<file path="src/rtl/tl_ul_pkg.sv">
// Shared TileLink-UL beat layouts and opcode constants for the UL buffer slice.
// Field order in the packed structs matches the flat bus bit layout (first field = MSBs).
package tl_ul_pkg;

    localparam int TL_A_W = 77;
    localparam int TL_D_W = 43;

    localparam logic [2:0] TL_A_PUT_FULL_DATA    = 3'd0;
    localparam logic [2:0] TL_A_PUT_PARTIAL_DATA = 3'd1;
    localparam logic [2:0] TL_A_GET              = 3'd4;
    localparam logic [2:0] TL_D_ACCESS_ACK       = 3'd0;
    localparam logic [2:0] TL_D_ACCESS_ACK_DATA  = 3'd1;

    typedef struct packed {
        logic [2:0]  opcode;
        logic [2:0]  param;
        logic [1:0]  size;
        logic [0:0]  source;
        logic [31:0] address;
        logic [3:0]  mask;
        logic [31:0] data;
    } tl_a_t;

    typedef struct packed {
        logic [2:0]  opcode;
        logic [1:0]  param;
        logic [1:0]  size;
        logic [0:0]  source;
        logic [0:0]  sink;
        logic        denied;
        logic [31:0] data;
        logic        corrupt;
    } tl_d_t;

endpackage

</file>
<file path="src/rtl/tl_ul_fifo.sv">
// Registered in-order FIFO with valid/ready on both sides; ready and valid come
// only from the occupancy register, so there is no combinational path through it.
module tl_ul_fifo #(
    parameter int WIDTH = 77,
    parameter int DEPTH = 2
) (
    input  logic             clock,
    input  logic             reset,
    input  logic             in_valid,
    output logic             in_ready,
    input  logic [WIDTH-1:0] in_data,
    output logic             out_valid,
    input  logic             out_ready,
    output logic [WIDTH-1:0] out_data,
    output logic [2:0]       count
);

    localparam int              PTR_W    = (DEPTH > 1) ? $clog2(DEPTH) : 1;
    localparam logic [PTR_W-1:0] LAST_PTR = PTR_W'(DEPTH - 1);
    localparam logic [2:0]      DEPTH_C  = 3'(DEPTH);

    logic [WIDTH-1:0] mem_q [DEPTH];
    logic [PTR_W-1:0] wr_ptr_q, wr_ptr_d;
    logic [PTR_W-1:0] rd_ptr_q, rd_ptr_d;
    logic [2:0]       count_q, count_d;
    logic             push, pop;

    function automatic logic [PTR_W-1:0] ptr_inc(input logic [PTR_W-1:0] p);
        return (p == LAST_PTR) ? '0 : p + PTR_W'(1);
    endfunction

    assign in_ready  = (count_q < DEPTH_C);
    assign out_valid = (count_q != 3'd0);
    assign out_data  = mem_q[rd_ptr_q];
    assign count     = count_q;

    always_comb begin
        push     = in_valid && in_ready;
        pop      = out_valid && out_ready;
        wr_ptr_d = push ? ptr_inc(wr_ptr_q) : wr_ptr_q;
        rd_ptr_d = pop  ? ptr_inc(rd_ptr_q) : rd_ptr_q;
        count_d  = count_q;
        case ({push, pop})
            2'b10:   count_d = count_q + 3'd1;
            2'b01:   count_d = count_q - 3'd1;
            default: count_d = count_q;
        endcase
    end

    always_ff @(posedge clock) begin
        if (reset) begin
            wr_ptr_q <= '0;
            rd_ptr_q <= '0;
            count_q  <= 3'd0;
        end else begin
            wr_ptr_q <= wr_ptr_d;
            rd_ptr_q <= rd_ptr_d;
            count_q  <= count_d;
        end
    end

    // Payload storage is not reset; the cleared count hides any stale entries.
    always_ff @(posedge clock) begin
        if (push) begin
            mem_q[wr_ptr_q] <= in_data;
        end
    end

endmodule

</file>
<file path="src/rtl/tl_ul_buffer.sv">
// TileLink-UL buffer: A channel always queued; D channel queued only when
// TL_BUFFER_D_QUEUE_EN is defined, otherwise a combinational passthrough.
module tl_ul_buffer
    import tl_ul_pkg::*;
#(
    parameter int A_DEPTH = 2,
    parameter int D_DEPTH = 2
) (
    input  logic              clock,
    input  logic              reset,
    input  logic              in_a_valid,
    output logic              in_a_ready,
    input  logic [TL_A_W-1:0] in_a_bits,
    output logic              out_a_valid,
    input  logic              out_a_ready,
    output logic [TL_A_W-1:0] out_a_bits,
    input  logic              out_d_valid,
    output logic              out_d_ready,
    input  logic [TL_D_W-1:0] out_d_bits,
    output logic              in_d_valid,
    input  logic              in_d_ready,
    output logic [TL_D_W-1:0] in_d_bits,
    output logic [2:0]        a_count
);

    if ((A_DEPTH != 2 && A_DEPTH != 4) || (D_DEPTH != 2 && D_DEPTH != 4)) begin : g_bad_depth
        $error("tl_ul_buffer: A_DEPTH and D_DEPTH must each be 2 or 4");
    end

    tl_ul_fifo #(
        .WIDTH (TL_A_W),
        .DEPTH (A_DEPTH)
    ) u_a_fifo (
        .clock     (clock),
        .reset     (reset),
        .in_valid  (in_a_valid),
        .in_ready  (in_a_ready),
        .in_data   (in_a_bits),
        .out_valid (out_a_valid),
        .out_ready (out_a_ready),
        .out_data  (out_a_bits),
        .count     (a_count)
    );

`ifdef TL_BUFFER_D_QUEUE_EN
    // Responses enter from the downstream side and leave toward the upstream side.
    logic [2:0] d_count;

    tl_ul_fifo #(
        .WIDTH (TL_D_W),
        .DEPTH (D_DEPTH)
    ) u_d_fifo (
        .clock     (clock),
        .reset     (reset),
        .in_valid  (out_d_valid),
        .in_ready  (out_d_ready),
        .in_data   (out_d_bits),
        .out_valid (in_d_valid),
        .out_ready (in_d_ready),
        .out_data  (in_d_bits),
        .count     (d_count)
    );
`else
    assign in_d_valid  = out_d_valid;
    assign in_d_bits   = out_d_bits;
    assign out_d_ready = in_d_ready;
`endif

endmodule
</file>
<file path="config.mk">
export PLATFORM = sky130hd
export DESIGN_NAME = tl_ul_buffer
export DESIGN_NICKNAME = d
export VERILOG_FILES = /design/src/rtl/tl_ul_pkg.sv /design/src/rtl/tl_ul_fifo.sv /design/src/rtl/tl_ul_buffer.sv
export SDC_FILE = /design/constraint.sdc
export NUM_CORES = 1
export LEC_CHECK = 0
export CAP_MARGIN = 40
export CORE_AREA = 2 2 134 136
export CTS_BUF_LIST = sky130_fd_sc_hd__clkbuf_4 sky130_fd_sc_hd__clkbuf_8 sky130_fd_sc_hd__clkbuf_16
export DETAILED_ROUTE_END_ITERATION = 12
export DIE_AREA = 0 0 136 138
export HOLD_SLACK_MARGIN = 0.05
export PLACE_DENSITY = 0.76
export SYNTH_ARGS = -nofsm -noshare
export SYNTH_HDL_FRONTEND = slang
export SYNTH_SLANG_ARGS = --single-unit
</file>
<file path="constraint.sdc">
create_clock -name clock -period 7.8 [get_ports clock]
set_clock_uncertainty 0.2 [all_clocks]
set_input_delay 0.78 -clock clock [delete_from_list [all_inputs] [get_ports clock]]
set_output_delay 0.78 -clock clock [all_outputs]
set_load 0.01 [all_outputs]
</file>
==> impl_metrics.csv <==
group,metric,value,unit
status,status,"complete, no violations",
floorplanning,die_h,138,um
worst_setup_path,crit_required,6.82,ns
synth,yosysSeqAreaShare,75.39,%
worst_setup_path,crit_family,"buffers and inverters",
global_route,antenna_found_initial,0,
final_layout,final_layout_size_suffix_gt1_share,24.84,%
cts,clk_pin_slew_worst_paths,0.06,ns
worst_hold_path,min_path_type,"flip-flop to flip-flop",
power_and_ir_drop,p_per_area,376.4,nW/um^2
cts,cts.sinks,160,
final_layout,area_growth,34.65,%
drt,routedWlPerCell,16.58,um
drt,viasPerCell,4.440,
synth,netlist_area,6294,sq um
worst_setup_path,critPathMaxStageDelay,0.72,ns
floorplanning,start_util,35.89,%
place,port_buffers,162,
worst_setup_path,crit_type,"flip-flop to primary output",
synth,synth_area_leaders,"edfxtp_1 (73%), mux2_2 (8.4%), mux2_4 (7.2%), buf_4 (5.4%), dfxtp_1 (1.9%)",
cts,ctsHoldBuffers,0,
synth,netlist_instances,316,
worst_setup_path,cp-end-kind,"primary output",
synth,synth-seq-cells,160,
worst_hold_path,worstHoldStart,"u_a_fifo.rd_ptr_q$_SDFFE_PP0P_",
cts,worstSkewPairLatency,0.41,ns
timing,rsz0062_at_grt,"false",
synth,synth_edf_count,154,
timing,finalHoldViolCount,0,
synth,yosysMostFrequentCell,"edfxtp_1",
timing,fin_crit,3.657,ns
cts,clockBufferDepth,2,
synth,ys.flop_type,"edfxtp_1",
final_layout,n_antenna_cell,0,
synth,avgSynthCellArea,19.92,sq um
cts,cts_tree,"yes",
drt,drtAntennaViolNets,0,
timing,relSlewSlack,44.52,%
global_route,grt_start_max_net_pins,60,
global_route,grt_pass1_vias,3377,
power_and_ir_drop,fin_total_pwr,3189,uW
worst_setup_path,critPathSlowestCell,"dfxtp_4",
timing,drv_slew,0,
global_route,grt_pass1_wl,17370,um
synth,yosysTopAreaCell,"edfxtp_1",
worst_setup_path,path_buf_inv,2,
worst_setup_path,path_cells,"buf_4, mux2_2, clkdlybuf4s50_1",
final_layout,fin_nets,574,
drt,drt_iter0_drc,194,
synth,syn_nets,444,
worst_setup_path,path_max_fanout,40,
place,hpwl,7623,um
flow_run,cap_viol_max_count,0,
synth,synthDistinctLibCells,21,
synth,synth_top_area_share,73.48,%
drt,wl,11410,um
worst_setup_path,crit_arrival,2.68,ns
place,gp_congestion,0.7257,
cts,cts-root-buf,"clkbuf_16",
timing,fin_crit_sh,46.88,%
worst_setup_path,rr_startpoint,"u_a_fifo.count[2]$_SDFFE_PP0P_",
synth,synth_common_cells,"edfxtp_1 (154), mux2_2 (47), buf_4 (45)",
power_and_ir_drop,p_leak,0.002888,uW
floorplanning,rows,49,
timing,layout_setup_ws,4.143,ns
global_route,grt_use_total,12.21,%
drt,drcViolationCount,0,
timing,fmax,0.2734,GHz
cts,numCtsBuffers,17,
drt,num_vias,3055,
floorplanning,boundaryPins,253,
timing,tns,0,ns
floorplanning,dieArea,18770,sq um
synth,synth_async_sr_flop_share,0,%
cts,cts.htree.levels,4,
synth,yosys_warnings,0,
power_and_ir_drop,peakVddDrop,0.2663,mV
floorplanning,die_w,136,um
place,dpl_worst_slack,4.250,ns
global_route,grt_remaining_overflow,0,
cts,cts_setup_buffers,0,
drt,dr.pass1.iters,4,
worst_setup_path,start_kind,"flip-flop",
cts,ctsResizeCount,0,
timing,finalSetupViolCount,0,
floorplanning,core,17530,sq um
timing,worstMarginPinSlew,0.8322,ns
worst min-delay path, delay by kind of cell (launching register included):
kind / cells / cell delay (ns)
simple gates: 1 / 0.07
flops: 1 / 0.32
xor+xnor: 1 / 0.08
placed cells by master, fill, tap and decap left out:
cell type and count:
clkbuf_16 17, nor2_1 7, bufinv_16 4, clkbuf_4 1, mux2_2 47, buf_4 2, edfxtp_1 154, clkinv_4 2
and3_4 1, clkdlybuf4s50_1 162, dfxtp_4 1, clkinvlp_4 3, nor2_4 1, nand2_1 1, mux2_4 30, dfxtp_1 5
o31a_2 1, or3_1 1, or3b_4 1, ha_1 1, inv_1 3, a21oi_1 2, buf_16 1, xnor2_1 1
fa_1 1, o21ai_0 1, clkinv_1 3, inv_6 2, xor2_1 3
sequential cells by signal (all words and copies together) (netlist names), named ones only:
| name | count |
|---|---|
| u_a_fifo.rd_ptr_q | 1 |
| u_a_fifo.count | 3 |
| u_a_fifo.mem_q | 154 |
| u_a_fifo.wr_ptr_q | 1 |
per-stage QoR:
step	hold slack [ns]	utilization (%)	instance area (sq um)	instances
after floorplan	0.2802	-	6294	316
after global placement	0.2943	44.63	7825	655
after detailed placement	0.3011	44.78	7853	656
after CTS	0.3224	48.33	8474	688
after global routing	0.3784	48.33	8474	688
final	0.3130	48.33	8474	688
worst paths after layout:
kind                                     endpoint  slack, ns  cells after the start
hold reg to reg                         flip-flop       0.31                      2
setup reg to reg  u_a_fifo.mem_q[0][56]$_DFFE_PP_       5.16                      3
hold / removal                          flip-flop       0.31                      2
setup / recovery                   out_a_bits[59]       4.14                      3
cell families after synthesis:
logic type / after synthesis / share of synthesized area, %
compound gates: 4 / 0.3976
xor+xnor: 4 / 0.5568
fa+ha+maj: 2 / 0.5169
buf+inv: 57 / 6.660
flops: 160 / 75.39
mux: 77 / 15.57
simple gates: 12 / 0.9146
power breakdown:
group | switching (uW) | internal (uW) | total [uW]
Combinational | 425 | 630 | 1050
Clock | 321 | 539 | 860
Sequential | 91.7 | 1180 | 1280
layer usage:
metal | share of wire [%] | wire, um | GRT usage (%) | vias up
met5 | 0 | 0 | 0 | -
met4 | 1.7 | 190 | 5.099 | 0
met3 | 7.4 | 844 | 5.097 | 21
met2 | 50 | 5714 | 20.71 | 138
met1 | 41 | 4659 | 13.39 | 1483
li1 | - | - | - | 1413
area by class of cell:
class	count	area [sq um]
inverter	3	11.26
clock buffer	18	432.9
sequential	160	4748
timing repair buffer	165	1664
tap	229	286.5
fill	1460	9060
multi-input combinational	99	1142
clock inverter	14	188.9
Power figures use the tool's default switching activity.
